**config.mk**
```make
export PLATFORM = sky130hd
export DESIGN_NAME = bin_weight_transpose_grad_seq
export DESIGN_NICKNAME = d
export VERILOG_FILES = /design/src/rtl/bnn_pkg.sv /design/src/rtl/bin_grad_acc_lane.sv /design/src/rtl/bin_weight_transpose_grad_seq.sv
export SDC_FILE = /design/constraint.sdc
export NUM_CORES = 1
export LEC_CHECK = 0
export ABC_AREA = 1
export ABC_CLOCK_PERIOD_IN_PS = 17210
export BUFFER_PORTS_ARGS = -buffer_cell sky130_fd_sc_hd__buf_2
export CORE_MARGIN = 2
export CORE_UTILIZATION = 40
export DETAILED_ROUTE_END_ITERATION = 7
export SLEW_MARGIN = 30
export SYNTH_ARGS = -nofsm -noshare
export SYNTH_HDL_FRONTEND = slang
export SYNTH_HIERARCHICAL = 1
export SYNTH_SLANG_ARGS = --single-unit
```
**constraint.sdc**
```tcl
create_clock -name clk -period 17.21 [get_ports clk]
set_clock_uncertainty 0.15 [all_clocks]
set_input_delay 2.5815 -clock clk [delete_from_list [all_inputs] [get_ports clk]]
set_output_delay 2.5815 -clock clk [all_outputs]
set_load 0.02 [all_outputs]
```
**src/rtl/bnn_pkg.sv**
```systemverilog
// rtl/bnn_pkg.sv - shared types, widths and arithmetic helpers for the binary-weight layers
// Contents:
//   state_e      frame sequencer states (IDLE, ACC, DONE)
//   DEF_*        default layer dimensions and the accumulator width derived from them
//   FN_W         working width of the helper functions (accumulators must fit in it)
//   sat_signed   clamp a signed value to the range of an out_bits-wide signed number
//   sext_neg     conditionally negate an already sign-extended value
package bnn_pkg;

   typedef enum logic [1:0] {
      IDLE = 2'd0,
      ACC  = 2'd1,
      DONE = 2'd2
   } state_e;

   localparam int DEF_OUT_CNT = 8;
   localparam int DEF_IN_CNT  = 16;
   localparam int DEF_IN_BIT  = 8;
   localparam int DEF_ACC_BIT = DEF_IN_BIT + $clog2(DEF_OUT_CNT) + 1;

   localparam int FN_W = 32;

   function automatic logic signed [FN_W-1:0] sat_signed(input logic signed [FN_W-1:0] acc,
                                                         input int out_bits);
      logic signed [FN_W-1:0] hi;
      logic signed [FN_W-1:0] lo;
      hi = $signed((32'd1 << (out_bits - 1)) - 32'd1);
      lo = -hi - 32'sd1;
      if (acc > hi)      return hi;
      else if (acc < lo) return lo;
      else               return acc;
   endfunction

   // Callers widen before negating so that negating the most negative input is exact.
   function automatic logic signed [FN_W-1:0] sext_neg(input logic signed [FN_W-1:0] value,
                                                       input logic neg);
      return neg ? -value : value;
   endfunction

endpackage

```
**src/rtl/bin_grad_acc_lane.sv**
```systemverilog
// rtl/bin_grad_acc_lane.sv - one input-gradient accumulator lane with saturating output
// Ports:
//   clk, rst_n   clock, asynchronous active-low reset (clears the accumulator)
//   load         start of frame: acc = +/-g, discarding any previous value
//   en           mid-frame beat: acc += +/-g
//   neg          weight bit was 0 (-1), so the beat is subtracted
//   g            signed gradient beat
//   res          acc saturated to IN_BIT signed
module bin_grad_acc_lane
   import bnn_pkg::*;
#(
   parameter int IN_BIT  = 8,
   parameter int ACC_BIT = 12
) (
   input  logic                     clk,
   input  logic                     rst_n,
   input  logic                     load,
   input  logic                     en,
   input  logic                     neg,
   input  logic signed [IN_BIT-1:0] g,
   output logic signed [IN_BIT-1:0] res
);

   logic signed [ACC_BIT-1:0] acc_q;
   logic signed [ACC_BIT-1:0] acc_d;
   logic signed [FN_W-1:0]    term;
   logic signed [FN_W-1:0]    sat_val;

   always_comb begin
      term    = sext_neg(FN_W'(g), neg);
      sat_val = sat_signed(FN_W'(acc_q), IN_BIT);
      acc_d   = acc_q;
      if (load)    acc_d = ACC_BIT'(term);
      else if (en) acc_d = acc_q + ACC_BIT'(term);
   end

   always_ff @(posedge clk or negedge rst_n) begin
      if (!rst_n) acc_q <= '0;
      else        acc_q <= acc_d;
   end

   assign res = IN_BIT'(sat_val);

endmodule

```
**src/rtl/bin_weight_transpose_grad_seq.sv**
```systemverilog
// rtl/bin_weight_transpose_grad_seq.sv - serial transpose product of binary weights and output gradients
// Ports:
//   clk, rst_n                        clock, asynchronous active-low reset
//   weight[OUT][IN]                   binary weights (1 = +1, 0 = -1), stable for a frame
//   g_valid/g_ready/g_data/g_last     gradient beat stream, one row per beat
//   res_valid/res_ready               result handshake
//   res_data[IN]                      saturated grad_in[j] = sum_i (w[i][j] ? g[i] : -g[i])
//   res_len_err                       with res_valid: frame length differed from OUT_CNT
module bin_weight_transpose_grad_seq
   import bnn_pkg::*;
#(
   parameter int PARAM_OUT_CNT = 8,
   parameter int PARAM_IN_CNT  = 16,
   parameter int PARAM_IN_BIT  = 8,
   parameter int PARAM_ACC_BIT = PARAM_IN_BIT + $clog2(PARAM_OUT_CNT) + 1
) (
   input  logic                                         clk,
   input  logic                                         rst_n,
   input  logic [PARAM_OUT_CNT-1:0][PARAM_IN_CNT-1:0]   weight,
   input  logic                                         g_valid,
   output logic                                         g_ready,
   input  logic signed [PARAM_IN_BIT-1:0]               g_data,
   input  logic                                         g_last,
   output logic                                         res_valid,
   input  logic                                         res_ready,
   output logic [PARAM_IN_CNT-1:0][PARAM_IN_BIT-1:0]    res_data,
   output logic                                         res_len_err
);

   localparam int ROW_W = (PARAM_OUT_CNT > 1) ? $clog2(PARAM_OUT_CNT) : 1;
   localparam logic [ROW_W-1:0] LAST_ROW = ROW_W'(PARAM_OUT_CNT - 1);

   state_e            state_q;
   logic [ROW_W-1:0]  row_q;
   logic              g_ready_q;
   logic              res_valid_q;
   logic              len_err_q;

   logic                           accept;
   logic                           at_last_row;
   logic                           frame_end;
   logic                           load;
   logic                           en;
   logic [PARAM_IN_CNT-1:0]        w_row;
   logic signed [PARAM_IN_BIT-1:0] lane_res [PARAM_IN_CNT];

   assign accept      = g_valid && g_ready_q;
   assign at_last_row = (row_q == LAST_ROW);
   // An explicit last or running out of rows both close the frame.
   assign frame_end   = g_last || at_last_row;
   assign load        = accept && (state_q == IDLE);
   assign en          = accept && (state_q == ACC);
   assign w_row       = weight[row_q];

   // g_ready is registered so it stays low while reset is held and the cycle after.
   always_ff @(posedge clk or negedge rst_n) begin
      if (!rst_n) begin
         state_q     <= IDLE;
         row_q       <= '0;
         g_ready_q   <= 1'b0;
         res_valid_q <= 1'b0;
         len_err_q   <= 1'b0;
      end else begin
         case (state_q)
            IDLE, ACC: begin
               g_ready_q <= 1'b1;
               if (accept) begin
                  if (frame_end) begin
                     state_q     <= DONE;
                     g_ready_q   <= 1'b0;
                     res_valid_q <= 1'b1;
                     // Error when last came early or was missing on the final row.
                     len_err_q   <= g_last ^ at_last_row;
                  end else begin
                     state_q <= ACC;
                     row_q   <= row_q + 1'b1;
                  end
               end
            end
            DONE: begin
               if (res_ready) begin
                  state_q     <= IDLE;
                  row_q       <= '0;
                  g_ready_q   <= 1'b1;
                  res_valid_q <= 1'b0;
                  len_err_q   <= 1'b0;
               end
            end
            default: begin
               state_q <= IDLE;
               row_q   <= '0;
            end
         endcase
      end
   end

   for (genvar j = 0; j < PARAM_IN_CNT; j++) begin : g_lane
      bin_grad_acc_lane #(
         .IN_BIT  (PARAM_IN_BIT),
         .ACC_BIT (PARAM_ACC_BIT)
      ) u_lane (
         .clk   (clk),
         .rst_n (rst_n),
         .load  (load),
         .en    (en),
         .neg   (!w_row[j]),
         .g     (g_data),
         .res   (lane_res[j])
      );
      assign res_data[j] = lane_res[j];
   end

   assign g_ready     = g_ready_q;
   assign res_valid   = res_valid_q;
   assign res_len_err = len_err_q;

   // Weights feed the row mux every beat, so they must not move inside a frame.
   weight_stable_a: assert property (@(posedge clk) disable iff (!rst_n)
                                     (state_q == ACC) |-> $stable(weight));

endmodule
```
Yosys cells after proc, flatten, opt, wreduce, memory -nomap -nowiden
Index checks and enable logic that the tools add are counted.
{"block": "op_classes", "addsub": 18, "multipliers": 0, "div": 0, "magnitude_cmp": 33, "eq_ne": 7, "shifts": 0, "mux": 101, "bitwise_logic": 1, "n_reduce_logical": 12}
{"operator": "two-way mux 12 bit", "n": 48}
{"operator": "two-way mux 8 bit", "n": 32}
{"operator": "adder 12 bit", "n": 16}
{"operator": "greater-than comparator 12 x 8 -> 1 bit (second input constant)", "n": 16}
{"operator": "< comparator 12 x 8 -> 1 bit (second input constant)", "n": 16}
{"operator": "binary-select mux 16 bit (select 3 bit)", "n": 1}
{"operator": "two-way mux 16 bit", "n": 1}
{"operator": "negator 8 -> 12 bit", "n": 1}
{"operator": "two-way mux 3 bit", "n": 3}
{"operator": "two-way mux 1 bit", "n": 8}
{"operator": "inequality test 2 bit (second input constant)", "n": 4}
{"operator": "two-way mux 2 bit", "n": 3}
{"operator": "one-hot mux 1 bit (2 select lines)", "n": 3}
{"operator": "one-hot mux 3 bit (2 select lines)", "n": 1}
{"operator": "< comparator 3 x 4 -> 1 bit (second input constant)", "n": 1}
{"operator": "one-hot mux 2 bit (2 select lines)", "n": 1}
{"operator": "AND reduction 2 bit", "n": 2}
{"operator": "AND reduction 4 bit", "n": 1}
{"operator": "nonzero test 2 bit", "n": 2}
{"operator": "adder 3 x 1 -> 3 bit (second input constant)", "n": 1}
{"operator": "equality test 3 bit (second input constant)", "n": 1}
{"operator": "logical AND 1 bit", "n": 3}
{"operator": "AND reduction 3 bit", "n": 1}
{"operator": "equality test 2 x 1 -> 1 bit (second input constant)", "n": 1}
{"operator": "5 further kinds", "n": 5}
{"block": "totals", "regBits": 200, "latchBits": 0, "mem_bits_rw": 0, "romBits": 0, "input_bits": 141, "output_inout_bits": 131, "word_cells": 193, "memories": 0}

Logic depth before layout (Yosys ltp)
Gate-level depths: netlist of the first run.
{"block": "logic_depth", "ltp_word": 6, "mapped_depth": 24, "mapped_depth_nobuf": 21}

By module
Netlist of the first run, hierarchy kept.
{"module": "bin_grad_acc_lane (g_lane[11].u_lane ...)", "instances": 12, "cells_each": 200, "area_per_inst_um2": 1397.6, "seq_area_each_um2": 300.3}
{"module": "bin_grad_acc_lane (g_lane[0].u_lane ...)", "instances": 4, "cells_each": 199, "area_per_inst_um2": 1393.8, "seq_area_each_um2": 300.3}
{"module": "bin_weight_transpose_grad_seq", "instances": 1, "cells_each": 350, "area_per_inst_um2": 1704.1, "seq_area_each_um2": 200.2}

Worst setup path after synthesis of the first run
Ideal clock, no wire load.
{"block": "synth_timing", "path_type": "input port to flip-flop", "start": "in g_valid", "end": "reg g_lane[0].u_lane.acc_q[5]", "setup_ns": 0.121, "arrival_ns": 7.493, "required_time_ns": 16.939, "setup_slack_ns": 9.446, "cell_stages": 7, "path_buffers": 0, "cell_sequence": "nand2_1 -> nor3_1 -> inv_1 -> nor2_4 -> inv_1 -> nor3b_1 -> nor2_1"}
{"block": "synth_via", "elab_chain_len": 3, "word_cells_on_any_way": 5, "classes_between": "mux (1); reduce/logical (4)"}
{"item": "start: declaration", "line": "bin_weight_transpose_grad_seq.sv:20", "rtl": "input logic g_valid,"}
{"item": "logical AND 1 bit", "line": "bin_weight_transpose_grad_seq.sv:47", "rtl": "assign accept = g_valid && g_ready_q;"}
{"item": "logical AND 1 bit", "line": "bin_weight_transpose_grad_seq.sv:52", "rtl": "assign en = accept && (state_q == ACC);"}
{"item": "net en", "line": "bin_weight_transpose_grad_seq.sv:43", "rtl": "logic en;"}
{"item": "nonzero test 2 bit (no source line)"}
{"item": "end signal: assignment", "line": "bin_grad_acc_lane.sv:38", "rtl": "if (!rst_n) acc_q <= '0;"}
{"item": "end signal: assignment", "line": "bin_grad_acc_lane.sv:39", "rtl": "else acc_q <= acc_d;"}
{"item": "end: declaration", "line": "bin_grad_acc_lane.sv:24", "rtl": "logic signed [ACC_BIT-1:0] acc_q;"}
The timed path passes the listed nets, and every way through them passes these cells.
A chain may end at the register's enable or synchronous reset.

Worst setup path in the final report of the first run
{"block": "layout_timing", "start": "in g_data[0]", "end": "reg g_lane[9].u_lane.acc_q[8]"}
{"block": "layout_via", "elab_chain_len": 5}
{"item": "start: declaration", "line": "bin_weight_transpose_grad_seq.sv:22", "rtl": "input logic signed [PARAM_IN_BIT-1:0] g_data,"}
{"item": "negator 8 -> 12 bit", "line": "bnn_pkg.sv:37", "rtl": "return neg ? -value : value;"}
{"item": "two-way mux 12 bit *", "line": "bnn_pkg.sv:37"}
{"item": "adder 12 bit", "line": "bin_grad_acc_lane.sv:34", "rtl": "else if (en) acc_d = acc_q + ACC_BIT'(term);"}
{"item": "two-way mux 12 bit", "line": "bin_grad_acc_lane.sv:34"}
{"item": "two-way mux 12 bit *", "line": "bin_grad_acc_lane.sv:33", "rtl": "if (load) acc_d = ACC_BIT'(term);"}
{"item": "end signal: assignment", "line": "bin_grad_acc_lane.sv:38"}
{"item": "end signal: assignment", "line": "bin_grad_acc_lane.sv:39"}
{"item": "end: declaration", "line": "bin_grad_acc_lane.sv:24"}
Every way passes the cells marked *; elsewhere a longest branch is shown, timed or not. The select of a mux whose other input is x is not followed.

==> implementation parameters, run 1 <==
Parameter                              Value

Critical path
  CP max stage delay    0.66 ns
  Critical path data arrival time    5.41 ns
  Cell type of the slowest stage on the worst timing path    sky130_fd_sc_hd__buf_4
  Endpoint of the most critical register-to-register path    g_lane[5].u_lane/acc_q[9]
  Flop-to-flop setup slack    12.74 ns
  FF-to-FF Start    row_q[1]
  Worst path required time    17.47 ns
  Highest fanout seen on the critical path    52
  Kind of critical path    in2reg
  Crit end category    flop
  Cell breakdown of the critical path    buf_4 -> inv_1 -> ha_1 -> nand2_1 -> o21ai_0 -> fa_1 -> nand3_1 -> nand2_2 -> a21oi_4 -> o21ai_2 -> or2_0 -> nand3_1 -> nand2_1
  Critical path buffers and inverters    2
  Worst R2R Path Depth    19
  Startpoint type of the worst setup path    primary input
  Top cell family by delay on the critical path    adder cells

GRT
  Maximum number of pins on one net before global-route repair    121
  Antenna violations before repair    2
  Overall routing resource usage    0.236
  Total congestion overflow    0
  Vias in the first global route    22600
  First-pass GRT wire length    119 mm

Synth
  Share of cell area taken by muxes after synthesis    0
  Mapped Cells    3546
  Share of the synthesized area in compound gates (AO/OA/AOI/OAI)    0.200
  Synth cell count leaders    960 x sky130_fd_sc_hd__nand2_1, 518 x sky130_fd_sc_hd__inv_1, 257 x sky130_fd_sc_hd__a21oi_1
  Synth Cell Area    0.0241 mm2
  Part of the Yosys area used for sequential elements    0.208
  Synth Area in Simple Gates    0.303
  Count of different cell masters after synthesis    42
  Share of synthesized flip-flops with an asynchronous set or reset    1.00
  Adder and majority cell fraction of the synthesized area    0.140
  Share of the synthesized area in the top cell type    0.208
  Mean area per synthesized cell    6.78 um2
  Syn Nets    3946
  Yosys top cell by area    sky130_fd_sc_hd__dfrtp_1
  Share of the synthesized netlist area taken by xor and xnor gates    0.0466
  Main combinational cell family by area after synthesis    simple AND/OR/NAND/NOR gates
  Synth Warn #    6
  Number of enable flip-flop cells after synthesis    0
  Post-synthesis register bit count    200
  Most frequent cell after synthesis    sky130_fd_sc_hd__nand2_1
  Area contributors post-synth    sky130_fd_sc_hd__dfrtp_1 21%, sky130_fd_sc_hd__nand2_1 15%, sky130_fd_sc_hd__ha_1 13%
  Post-synth top flop    sky130_fd_sc_hd__dfrtp_1

CTS
  Clock latency of the later-clocked register in the worst-skew pair    0.51 ns
  Clock Pin Slew Worst Setup and Hold Paths    0.09 ns
  Quantity of hold-fixing buffers added after cts    0
  Post-cts resize count    0
  Count of buffers added by post-CTS timing repair for setup    0
  Buffers from clock root to sink, at most    2
  Number of clock sinks    200
  CTS Root Buffer Type    sky130_fd_sc_hd__clkbuf_16
  Clock tree from TritonCTS    done
  Htree depth    4
  Number of CTS-inserted buffers    17

Final layout
  Final core utilization    0.450
  Number of nets in the layout    4174
  Ratio of cells with drive above 1 in the final layout    0.163
  Area added between synthesis and finish    10.8%
  Antenna diode instance count    0
  FILL cells    6230

Worst hold path
  Cell depth of the worst min-delay path    2
  Sink of the worst hold path    res_valid
  Class of the tightest hold or removal check    reg2reg
  Hold path start    res_valid

Route
  Number of iterations in the first detailed-routing pass    6
  DRT Wirelength    73.2 mm
  Vias per std cell    5.19
  Detailed-route wire length per cell    16.1 um
  Post-route ant nets    0
  Detailed-route via count    23700
  Number of design-rule violations left by the first detailed-router iteration    1337
  DR DRC count    0

Timing
  Fin crit share    0.300
  Setup tns final    0 ns
  Slew Limit Fails    0
  RSZ-0062 raised after global routing    no
  Post-layout min period    5.16 ns
  Setup Viol. Count Final    0
  Pin slew with the least headroom to its limit    1.04 ns
  Hold violation total from the final report    0
  Worst max-slew margin expressed relative to the limit    0.309
  FMAX    194 MHz

Placement
  Final weighted congestion in routability-driven placement    0.879
  Port bufs    271
  Detail Placement HPWL    53.4 mm

Die
  Die boundary width    249 um
  DIE AREA    0.0621 mm2
  Effective utilization at floorplan    0.406
  Height of the die    249 um
  I/O Pins    272
  Floorplan Core Area    0.0592 mm2
  Number of rows created at floorplan    89

Status
  Outcome    finished, final reports clean

Run
  Reported max-cap violation count    0
==> layout make-up <==
cell class | count | area, um2 | share of cell area
Sequential cell | 200 | 5010 | 0.188
Clock buffer | 23 | 478 | 0.0179
Tap cell | 773 | 967 | 0.0363
Timing Repair Buffer | 281 | 1490 | 0.0558
Clock inverter | 7 | 95.1 | 0.00357
Inverter | 534 | 2000 | 0.0752
Multi-Input combinational cell | 2740 | 16600 | 0.623
==> how the worst max path moves through the flow <==
stage,start,end,cells after the start
after CTS,g_data[0],g_lane[9].u_lane/acc_q[8],13
after global routing,g_data[0],g_lane[4].u_lane/acc_q[9],19
final,g_data[0],g_lane[9].u_lane/acc_q[8],13
after detailed placement,g_data[0],g_lane[9].u_lane/acc_q[8],13
after global placement,g_data[0],g_lane[9].u_lane/acc_q[8],13
after floorplan,g_valid,g_lane[0].u_lane/acc_q[5],7
==> flip-flops by register name, indices dropped and copies added, names as in the netlist <==
register             flops
g_lane.u_lane/acc_q    192
row_q                    3
state_q                  2
g_ready                  1
res_len_err              1
res_valid                1
==> metrics by stage <==
step	hold slack [ns]	setup WS, ns	cell area (um2)	cells
6_report	0.341	12.05	26700	4558
5_1_grt	0.397	11.76	26700	4558
4_1_cts	0.357	12.12	26700	4558
3_5_place_dp	0.324	11.56	26100	4528
3_3_place_gp	0.319	11.60	26100	4527
2_1_floorplan	0.341	9.45	24100	3546
==> layout by cell type (no fill, tap or decap), drive strengths merged <==
cell type and n:
fa 16, a31oi 4, a21boi 33, clkinv 3, nand3 236, a221oi 16
inv 535, clkbuf 23, xnor2 64, clkinvlp 1, o21bai 28, o21ai 161
or2 44, a41oi 16, bufinv 2, a21oi 333, nand4 56, o22ai 36
o41ai 16, nor3 30, o211ai 32, nand2 1017, buf 281, nor3b 4
xor2 64, ha 243, nor2 243, o221ai 16, a22oi 32, dfrtp 200
==> tightest hold or removal path, delay by kind of cell, from the launching register on <==
kind	cells	cell delay (ns)
DFF	1	0.36
and+or+nand+nor	2	0.11
==> kinds of logic after synthesis <==
logic type,Yosys count
AOI/OAI and AO/OA,723
xor gates and xnor gates,128
adders and majority gates,259
buffers and inverters,606
DFF,200
and+or+nand+nor,1630
==> layer usage <==
layer | routed length [um] | share of wire | GRT usage | up-vias
met3 | 3710 | 0.051 | 0.0313 | 62
met1 | 35600 | 0.49 | 0.325 | 10900
met4 | 979 | 0.013 | 0.0535 | 4
li1 | - | - | - | 12100
met5 | 21 | 0.00029 | 0 | -
met2 | 32900 | 0.45 | 0.391 | 539
Power of run 1 is left out: the tool's default activity adds up to more than one toggle a clock period on the data nets, which glitch-free logic cannot reach.
==> run 2: changes to the inputs <==
--- a/config.mk
+++ b/config.mk
@@ -6,7 +6,7 @@
 export NUM_CORES = 1
 export LEC_CHECK = 0
 export ABC_AREA = 1
-export ABC_CLOCK_PERIOD_IN_PS = 17210
+export ABC_CLOCK_PERIOD_IN_PS = 4400
 export BUFFER_PORTS_ARGS = -buffer_cell sky130_fd_sc_hd__buf_2
 export CORE_MARGIN = 2
 export CORE_UTILIZATION = 40
==> constraint.sdc (replaced) <==
create_clock -name clk -period 4.4 [get_ports clk]
set_clock_uncertainty 0.15 [all_clocks]
set_input_delay 0.66 -clock clk [delete_from_list [all_inputs] [get_ports clk]]
set_output_delay 0.66 -clock clk [all_outputs]
set_load 0.02 [all_outputs]
==> implementation parameters, run 2 (synthesis gave the netlist of run 1 again) <==
Parameter                              Value

Status
  Outcome    finished, final reports clean (unchanged)

Route
  Post-route ant nets    0 (unchanged)
  Vias per std cell    5.19 (about the same)
  Number of iterations in the first detailed-routing pass    5 (was 6)
  Detailed-route wire length per cell    15.8 um (was 16.1 um)
  DRT Wirelength    72.2 mm (was 73.2 mm)
  Number of design-rule violations left by the first detailed-router iteration    1539 (was 1337)
  Detailed-route via count    23800 (was 23700)
  DR DRC count    0 (unchanged)

Placement
  Port bufs    271 (unchanged)
  Area of placed instances    0.0263 mm2 (was 0.0261 mm2)
  Final weighted congestion in routability-driven placement    0.882 (was 0.879)
  Detail Placement HPWL    54.7 mm (was 53.4 mm)

Timing
  RSZ-0062 raised after global routing    no (unchanged)
  Setup tns final    0 ns (unchanged)
  FMAX    269 MHz
  Pin slew with the least headroom to its limit    0.841 ns (was 1.04 ns)
  Setup Viol. Count Final    0 (unchanged)
  Worst max-slew margin expressed relative to the limit    0.433 (was 0.309)
  Worst slack on hold paths    0.247 ns (was 0.341 ns)
  Post-layout min period    3.71 ns
  Fin crit share    0.844
  Hold violation total from the final report    0 (unchanged)
  Slew Limit Fails    0 (unchanged)

Critical path
  Cell type of the slowest stage on the worst timing path    sky130_fd_sc_hd__dfrtp_2 (was sky130_fd_sc_hd__buf_4)
  Endpoint of the most critical register-to-register path    g_lane[5].u_lane/acc_q[9] (unchanged)
  Critical path data arrival time    4.02 ns (was 5.41 ns)
  CP max stage delay    0.41 ns (was 0.66 ns)
  Startpoint type of the worst setup path    flop (was primary input)
  Cell breakdown of the critical path    inv_2 -> buf_4 -> nand3_1 -> nand2_1 -> nand2_1 -> nand2_1 -> inv_2 -> or2_1 -> xor2_1 -> ha_1 -> nand2_2 -> inv_1 -> nand2_1 -> nand2_1 -> a21oi_2 -> nor2_2 -> nor2_2 -> xnor2_1 -> nand2_1 -> nand2_1 (was buf_4 -> inv_1 -> ha_1 -> nand2_1 -> o21ai_0 -> fa_1 -> nand3_1 -> nand2_2 -> a21oi_4 -> o21ai_2 -> or2_0 -> nand3_1 -> nand2_1)
  Worst R2R Path Depth    20 (was 19)
  Crit end category    flop (unchanged)
  Source of the critical timing path    row_q[1] (was g_data[0])
  Most frequent cell on the critical path    sky130_fd_sc_hd__nand2_1
  Capturing element of the worst setup path    g_lane[5].u_lane/acc_q[9] (was g_lane[9].u_lane/acc_q[8])
  Kind of critical path    reg2reg (was in2reg)
  Worst path required time    4.71 ns (was 17.47 ns)
  Highest fanout seen on the critical path    14 (was 52)
  Flop-to-flop setup slack    0.69 ns (was 12.74 ns)
  FF-to-FF Start    row_q[1] (unchanged)

CTS
  CTS Root Buffer Type    sky130_fd_sc_hd__clkbuf_16 (unchanged)
  Htree depth    4 (unchanged)
  Number of CTS-inserted buffers    17 (unchanged)
  Clock latency of the later-clocked register in the worst-skew pair    0.51 ns (about the same)
  Clock Pin Slew Worst Setup and Hold Paths    0.08 ns (was 0.09 ns)
  Clock tree from TritonCTS    done (unchanged)
  Number of clock sinks    200 (unchanged)
  Buffers from clock root to sink, at most    2 (unchanged)

Final layout
  Sequential Area    0.00501 mm2 (unchanged)
  Area of all placed cells without fillers    0.0269 mm2 (was 0.0267 mm2)
  Top library cells by usage in the layout, fill and taps aside    960 x sky130_fd_sc_hd__nand2_1, 518 x sky130_fd_sc_hd__inv_1, 267 x sky130_fd_sc_hd__buf_2, 257 x sky130_fd_sc_hd__a21oi_1, 243 x sky130_fd_sc_hd__ha_1 (unchanged)
  Area added between synthesis and finish    11.8% (was 10.8%)
  Registers with the highest flip-flop counts    g_lane.u_lane/acc_q (192), row_q (3), state_q (2) (unchanged)
  Biggest register    g_lane.u_lane/acc_q (unchanged)
  Number of nets in the layout    4194 (was 4174)
  Multi-input gate area in the final layout    0.0166 mm2 (about the same)
  Ratio of cells with drive above 1 in the final layout    0.167 (was 0.163)
  FILL cells    6162 (was 6230)
  Antenna diode instance count    0 (unchanged)
  Most common library cell in the layout ignoring fill and taps    sky130_fd_sc_hd__nand2_1 (unchanged)
  Flip-flop count of the largest register after layout    192 (unchanged)

GRT
  Antenna violations before repair    0 (was 2)
  Total congestion overflow    0 (unchanged)
  Vias in the first global route    22300 (was 22600)
  Maximum number of pins on one net before global-route repair    105 (was 121)
  First-pass GRT wire length    117 mm (was 119 mm)
  Overall routing resource usage    0.233 (was 0.236)

Die
  Number of rows created at floorplan    89 (unchanged)
  DIE AREA    0.0621 mm2 (unchanged)
  I/O Pins    272 (unchanged)
  Floorplan Core Area    0.0592 mm2 (unchanged)
  Effective utilization at floorplan    0.406 (unchanged)
  Height of the die    249 um (unchanged)
  Die boundary width    249 um (unchanged)

Run
  Reported max-cap violation count    0 (unchanged)

Worst hold path
  Class of the tightest hold or removal check    in2reg (was reg2reg)
==> run 2: cell types whose count changed in the layout (fill, tap and decap cells not counted), sizes merged <==
cell | before | now
buf | 281 | 300
bufinv | 2 | 1
clkbuf | 23 | 24
clkinvlp | 1 | 2
dlygate4sd3 | 0 | 1
==> run 2: repair_timing <==
item | 4_1_cts | 5_1_grt
hold endpoints to repair | 0 | 41
buffers inserted | 0 | 0
endpoints found under the setup margin | 0 | 0
hold buffers | 0 | 1
gates resized for setup | 0 | 0
==> run 2: cell type report <==
type / count / share of cell area
multi-input combinational: 2740 / 0.618
timing repair buffer: 301 / 0.0649
tap: 773 / 0.0360
inverter: 534 / 0.0745
clock inverter: 7 / 0.00256
clock buffer: 24 / 0.0179
sequential: 200 / 0.186
==> run 2: how the worst min path moves through the flow <==
| stage | start | endpoint | slack, ns | cells after the start |
|---|---|---|---|---|
| finish | res_ready | g_ready | 0.25 | 3 |
| global route | res_ready | g_ready | 0.23 | 3 |
| CTS | rst_n | g_lane[7].u_lane/acc_q[4] | 0.1 | 1 |
| detailed placement | g_lane[4].u_lane/acc_q[11] | g_lane[4].u_lane/acc_q[11] | 0.37 | 2 |
| global placement | g_lane[12].u_lane/acc_q[11] | g_lane[12].u_lane/acc_q[11] | 0.37 | 2 |
| floorplan | rst_n | g_lane[0].u_lane/acc_q[0] | 0.21 | 0 |
==> run 2: stage by stage <==
| stage | setup WS, ns | utilization | std cells |
|---|---|---|---|
| 2_1_floorplan | 0.361 | - | 3546 |
| 3_3_place_gp | 0.657 | 0.444 | 4546 |
| 3_5_place_dp | 0.674 | 0.444 | 4546 |
| 4_1_cts | 0.661 | 0.453 | 4577 |
| 5_1_grt | 0.407 | 0.454 | 4579 |
| 6_report | 0.687 | 0.454 | 4579 |
==> run 2: layer usage <==
layer / routed length, um / global-route usage / vias up
met2: 32500 / 0.380 / 502
met5: 0 / 0 / -
li1: - / - / 12200
met4: 1150 / 0.0565 / 0
met3: 3070 / 0.0310 / 63
met1: 35400 / 0.325 / 11000
==> run 2: worst max-delay path, delay by kind of cell (launching register included) <==
| kind | cells | cell delay [ns] |
|---|---|---|
| buffers and inverters | 4 | 0.74 |
| and+or+nand+nor | 12 | 1.49 |
| DFF | 1 | 0.41 |
| AOI/OAI and AO/OA | 1 | 0.17 |
| xor gates and xnor gates | 2 | 0.36 |
| adders and majority gates | 1 | 0.31 |
Power of run 2 is left out for the same reason.
==> run 3: changes to the inputs <==
--- a/config.mk
+++ b/config.mk
@@ -6,7 +6,7 @@
 export NUM_CORES = 1
 export LEC_CHECK = 0
 export ABC_AREA = 1
-export ABC_CLOCK_PERIOD_IN_PS = 4400
+export ABC_CLOCK_PERIOD_IN_PS = 2980
 export BUFFER_PORTS_ARGS = -buffer_cell sky130_fd_sc_hd__buf_2
 export CORE_MARGIN = 2
 export CORE_UTILIZATION = 40
==> constraint.sdc (replaced) <==
create_clock -name clk -period 2.98 [get_ports clk]
set_clock_uncertainty 0.15 [all_clocks]
set_input_delay 0.447 -clock clk [delete_from_list [all_inputs] [get_ports clk]]
set_output_delay 0.447 -clock clk [all_outputs]
set_load 0.02 [all_outputs]
==> implementation parameters, run 3 (synthesis gave the netlist of run 1 again) <==
Parameter                              Value

Status
  Outcome    finished, violations left (was finished, final reports clean)
  Violations in the final reports    negative setup slack

CTS
  Number of clock sinks    200 (unchanged)
  Buffers from clock root to sink, at most    2 (unchanged)
  Number of CTS-inserted buffers    17 (unchanged)
  Clock latency of the later-clocked register in the worst-skew pair    0.51 ns (about the same)
  Htree depth    4 (unchanged)
  Clock Pin Slew Worst Setup and Hold Paths    0.08 ns (about the same)
  Clock tree from TritonCTS    done (unchanged)
  CTS Root Buffer Type    sky130_fd_sc_hd__clkbuf_16 (unchanged)

Timing
  Worst max-slew margin expressed relative to the limit    0.452 (was 0.433)
  Hold violation total from the final report    0 (unchanged)
  Slew Limit Fails    0 (unchanged)
  Setup Viol. Count Final    79 (was 0)
  Worst slack on hold paths    0.0550 ns (was 0.247 ns)
  Fin worst setup slack    -0.174 ns (was 0.687 ns)
  Pin slew with the least headroom to its limit    0.812 ns (was 0.841 ns)
  Post-layout min period    3.15 ns (was 3.71 ns)
  FMAX    317 MHz (was 269 MHz)
  Fin crit share    1.06 (was 0.844)
  RSZ-0062 raised after global routing    yes (was no)

Critical path
  Worst path required time    3.28 ns (was 4.71 ns)
  Top cell family by delay on the critical path    simple AND/OR/NAND/NOR gates (unchanged)
  Crit end category    flop (unchanged)
  CP max stage delay    0.48 ns (was 0.41 ns)
  Startpoint type of the worst setup path    flop (unchanged)
  Critical path buffers and inverters    5 (was 4)
  Total stage count of the critical path    22 (was 20)
  Worst R2R Path Depth    22 (was 20)
  Kind of critical path    reg2reg (unchanged)
  Cell type of the slowest stage on the worst timing path    sky130_fd_sc_hd__dfrtp_2 (unchanged)
  Highest fanout seen on the critical path    8 (was 14)
  Cell breakdown of the critical path    clkinv_8 -> clkbuf_16 -> nand2_4 -> buf_12 -> nand3_2 -> nand2_2 -> nand2_2 -> nand2_4 -> inv_4 -> or2_4 -> xor2_4 -> ha_4 -> nand2_4 -> inv_1 -> nand2_1 -> nand2_2 -> a21oi_4 -> nor2_2 -> nor2_2 -> xnor2_1 -> nand2_1 -> nand2_1 (was inv_2 -> buf_4 -> nand3_1 -> nand2_1 -> nand2_1 -> nand2_1 -> inv_2 -> or2_1 -> xor2_1 -> ha_1 -> nand2_2 -> inv_1 -> nand2_1 -> nand2_1 -> a21oi_2 -> nor2_2 -> nor2_2 -> xnor2_1 -> nand2_1 -> nand2_1)
  Critical path data arrival time    3.46 ns (was 4.02 ns)

Final layout
  Registers with the highest flip-flop counts    g_lane.u_lane/acc_q (192), row_q (3), state_q (2) (unchanged)
  Ratio of cells with drive above 1 in the final layout    0.353 (was 0.167)
  Area of all placed cells without fillers    0.0336 mm2 (was 0.0269 mm2)
  Number of nets in the layout    4723 (was 4194)
  Fin cells    5114 (was 4579)
  Flip-flop count of the largest register after layout    192 (unchanged)
  Area added between synthesis and finish    39.5% (was 11.8%)
  Biggest register    g_lane.u_lane/acc_q (unchanged)
  FILL cells    5623 (was 6162)
  Most common library cell in the layout ignoring fill and taps    sky130_fd_sc_hd__nand2_1 (unchanged)
  Top library cells by usage in the layout, fill and taps aside    844 x sky130_fd_sc_hd__nand2_1, 510 x sky130_fd_sc_hd__buf_4, 500 x sky130_fd_sc_hd__inv_1, 268 x sky130_fd_sc_hd__buf_2, 211 x sky130_fd_sc_hd__a21oi_1 (was 960 x sky130_fd_sc_hd__nand2_1, 518 x sky130_fd_sc_hd__inv_1, 267 x sky130_fd_sc_hd__buf_2, 257 x sky130_fd_sc_hd__a21oi_1, 243 x sky130_fd_sc_hd__ha_1)

Run
  Reported max-cap violation count    0 (unchanged)

Route
  DRT Wirelength    83.3 mm (was 72.2 mm)
  Vias per std cell    5.12 (was 5.19)
  DR DRC count    0 (unchanged)
  Number of design-rule violations left by the first detailed-router iteration    1627 (was 1539)
  Detailed-route via count    26200 (was 23800)
  Number of iterations in the first detailed-routing pass    5 (unchanged)
  Detailed-route wire length per cell    16.3 um (was 15.8 um)
  Post-route ant nets    0 (unchanged)

Worst hold path
  Cell depth of the worst min-delay path    3 (unchanged)
  Class of the tightest hold or removal check    in2reg (unchanged)

Die
  Height of the die    249 um (unchanged)
  Floorplan Core Area    0.0592 mm2 (unchanged)
  Number of rows created at floorplan    89 (unchanged)
  DIE AREA    0.0621 mm2 (unchanged)
  Die boundary width    249 um (unchanged)
  Effective utilization at floorplan    0.406 (unchanged)
  I/O Pins    272 (unchanged)

GRT
  Total congestion overflow    0 (unchanged)
  Overall routing resource usage    0.252 (was 0.233)
  First-pass GRT wire length    126 mm (was 117 mm)
  Maximum number of pins on one net before global-route repair    75 (was 105)
  Vias in the first global route    24700 (was 22300)
  Antenna violations before repair    7 (was 0)

Placement
  Post-Place Cells    5021 (was 4546)
  Port bufs    271 (unchanged)
  Final weighted congestion in routability-driven placement    0.880 (was 0.882)
  Detail Placement HPWL    60.6 mm (was 54.7 mm)
  Area of placed instances    0.0301 mm2 (was 0.0263 mm2)
## run 3: layout make-up
type	count	area [um2]	share of cell area
well taps	773	967	0.0288
clock inverters	7	68.8	0.00205
diodes	7	17.5	0.000522
flip-flops and latches	200	5010	0.149
multi-input cells	2741	18900	0.562
inverters	534	2030	0.0606
repair buffers	829	6110	0.182
clock buffers	23	498	0.0148
## run 3: per-stage QoR
step	TNS (ns)	utilization	setup slack (ns)
6_report	-6.01	0.566	-0.174
5_1_grt	-26.60	0.566	-0.371
4_1_cts	-1.21	0.530	-0.0844
3_5_place_dp	-14.54	0.509	-0.307
3_3_place_gp	-11.72	0.509	-0.267
2_1_floorplan	0	-	0.0386
## run 3: metal layers
metal  routed length, um  GRT usage  up-vias  part of all wire
li1                    -          -    13200                 -
met4                2030     0.0726        2             0.024
met1               37100      0.324    12300              0.45
met3                4130     0.0388      111             0.050
met2               40000      0.436      565              0.48
met5                  13          0        -           0.00016
## run 3: worst register-to-register path, cell delays in order (launching register included)
cell and delay (ns):
sky130_fd_sc_hd__dfrtp_2 0.48, sky130_fd_sc_hd__clkinv_8 0.17, sky130_fd_sc_hd__clkbuf_16 0.22, sky130_fd_sc_hd__nand2_4 0.07, sky130_fd_sc_hd__buf_12 0.10, sky130_fd_sc_hd__nand3_2 0.08
sky130_fd_sc_hd__nand2_2 0.07, sky130_fd_sc_hd__nand2_2 0.06, sky130_fd_sc_hd__nand2_4 0.13, sky130_fd_sc_hd__inv_4 0.05, sky130_fd_sc_hd__or2_4 0.25, sky130_fd_sc_hd__xor2_4 0.25
sky130_fd_sc_hd__ha_4 0.25, sky130_fd_sc_hd__nand2_4 0.07, sky130_fd_sc_hd__inv_1 0.04, sky130_fd_sc_hd__nand2_1 0.07, sky130_fd_sc_hd__nand2_2 0.08, sky130_fd_sc_hd__a21oi_4 0.15
sky130_fd_sc_hd__nor2_2 0.05, sky130_fd_sc_hd__nor2_2 0.09, sky130_fd_sc_hd__xnor2_1 0.12, sky130_fd_sc_hd__nand2_1 0.06, sky130_fd_sc_hd__nand2_1 0.05
## run 3: final timing paths
check,from,endpoint,slack [ns]
max,row_q[0],g_lane[4].u_lane/acc_q[9],-0.17
max in group asynchronous,rst_n,g_lane[0].u_lane/acc_q[11],1.85
min reg2reg,g_lane[13].u_lane/acc_q[11],g_lane[13].u_lane/acc_q[11],0.39
min in group asynchronous,rst_n,g_lane[4].u_lane/acc_q[3],0.17
max reg2reg,row_q[0],g_lane[4].u_lane/acc_q[9],-0.17
min,res_ready,g_ready,0.05
## run 3: repair_timing
action / in CTS / in global routing
endpoints found under the hold margin: 200 / 0
hold buffers: 1 / 0
endpoints found under the setup margin: 120 / 143
pin swaps: 13 / 159
buffers inserted: 10 / 38
gates cloned: 1 / 8
resized for setup: 138 / 360
Power of run 3 is left out for the same reason.
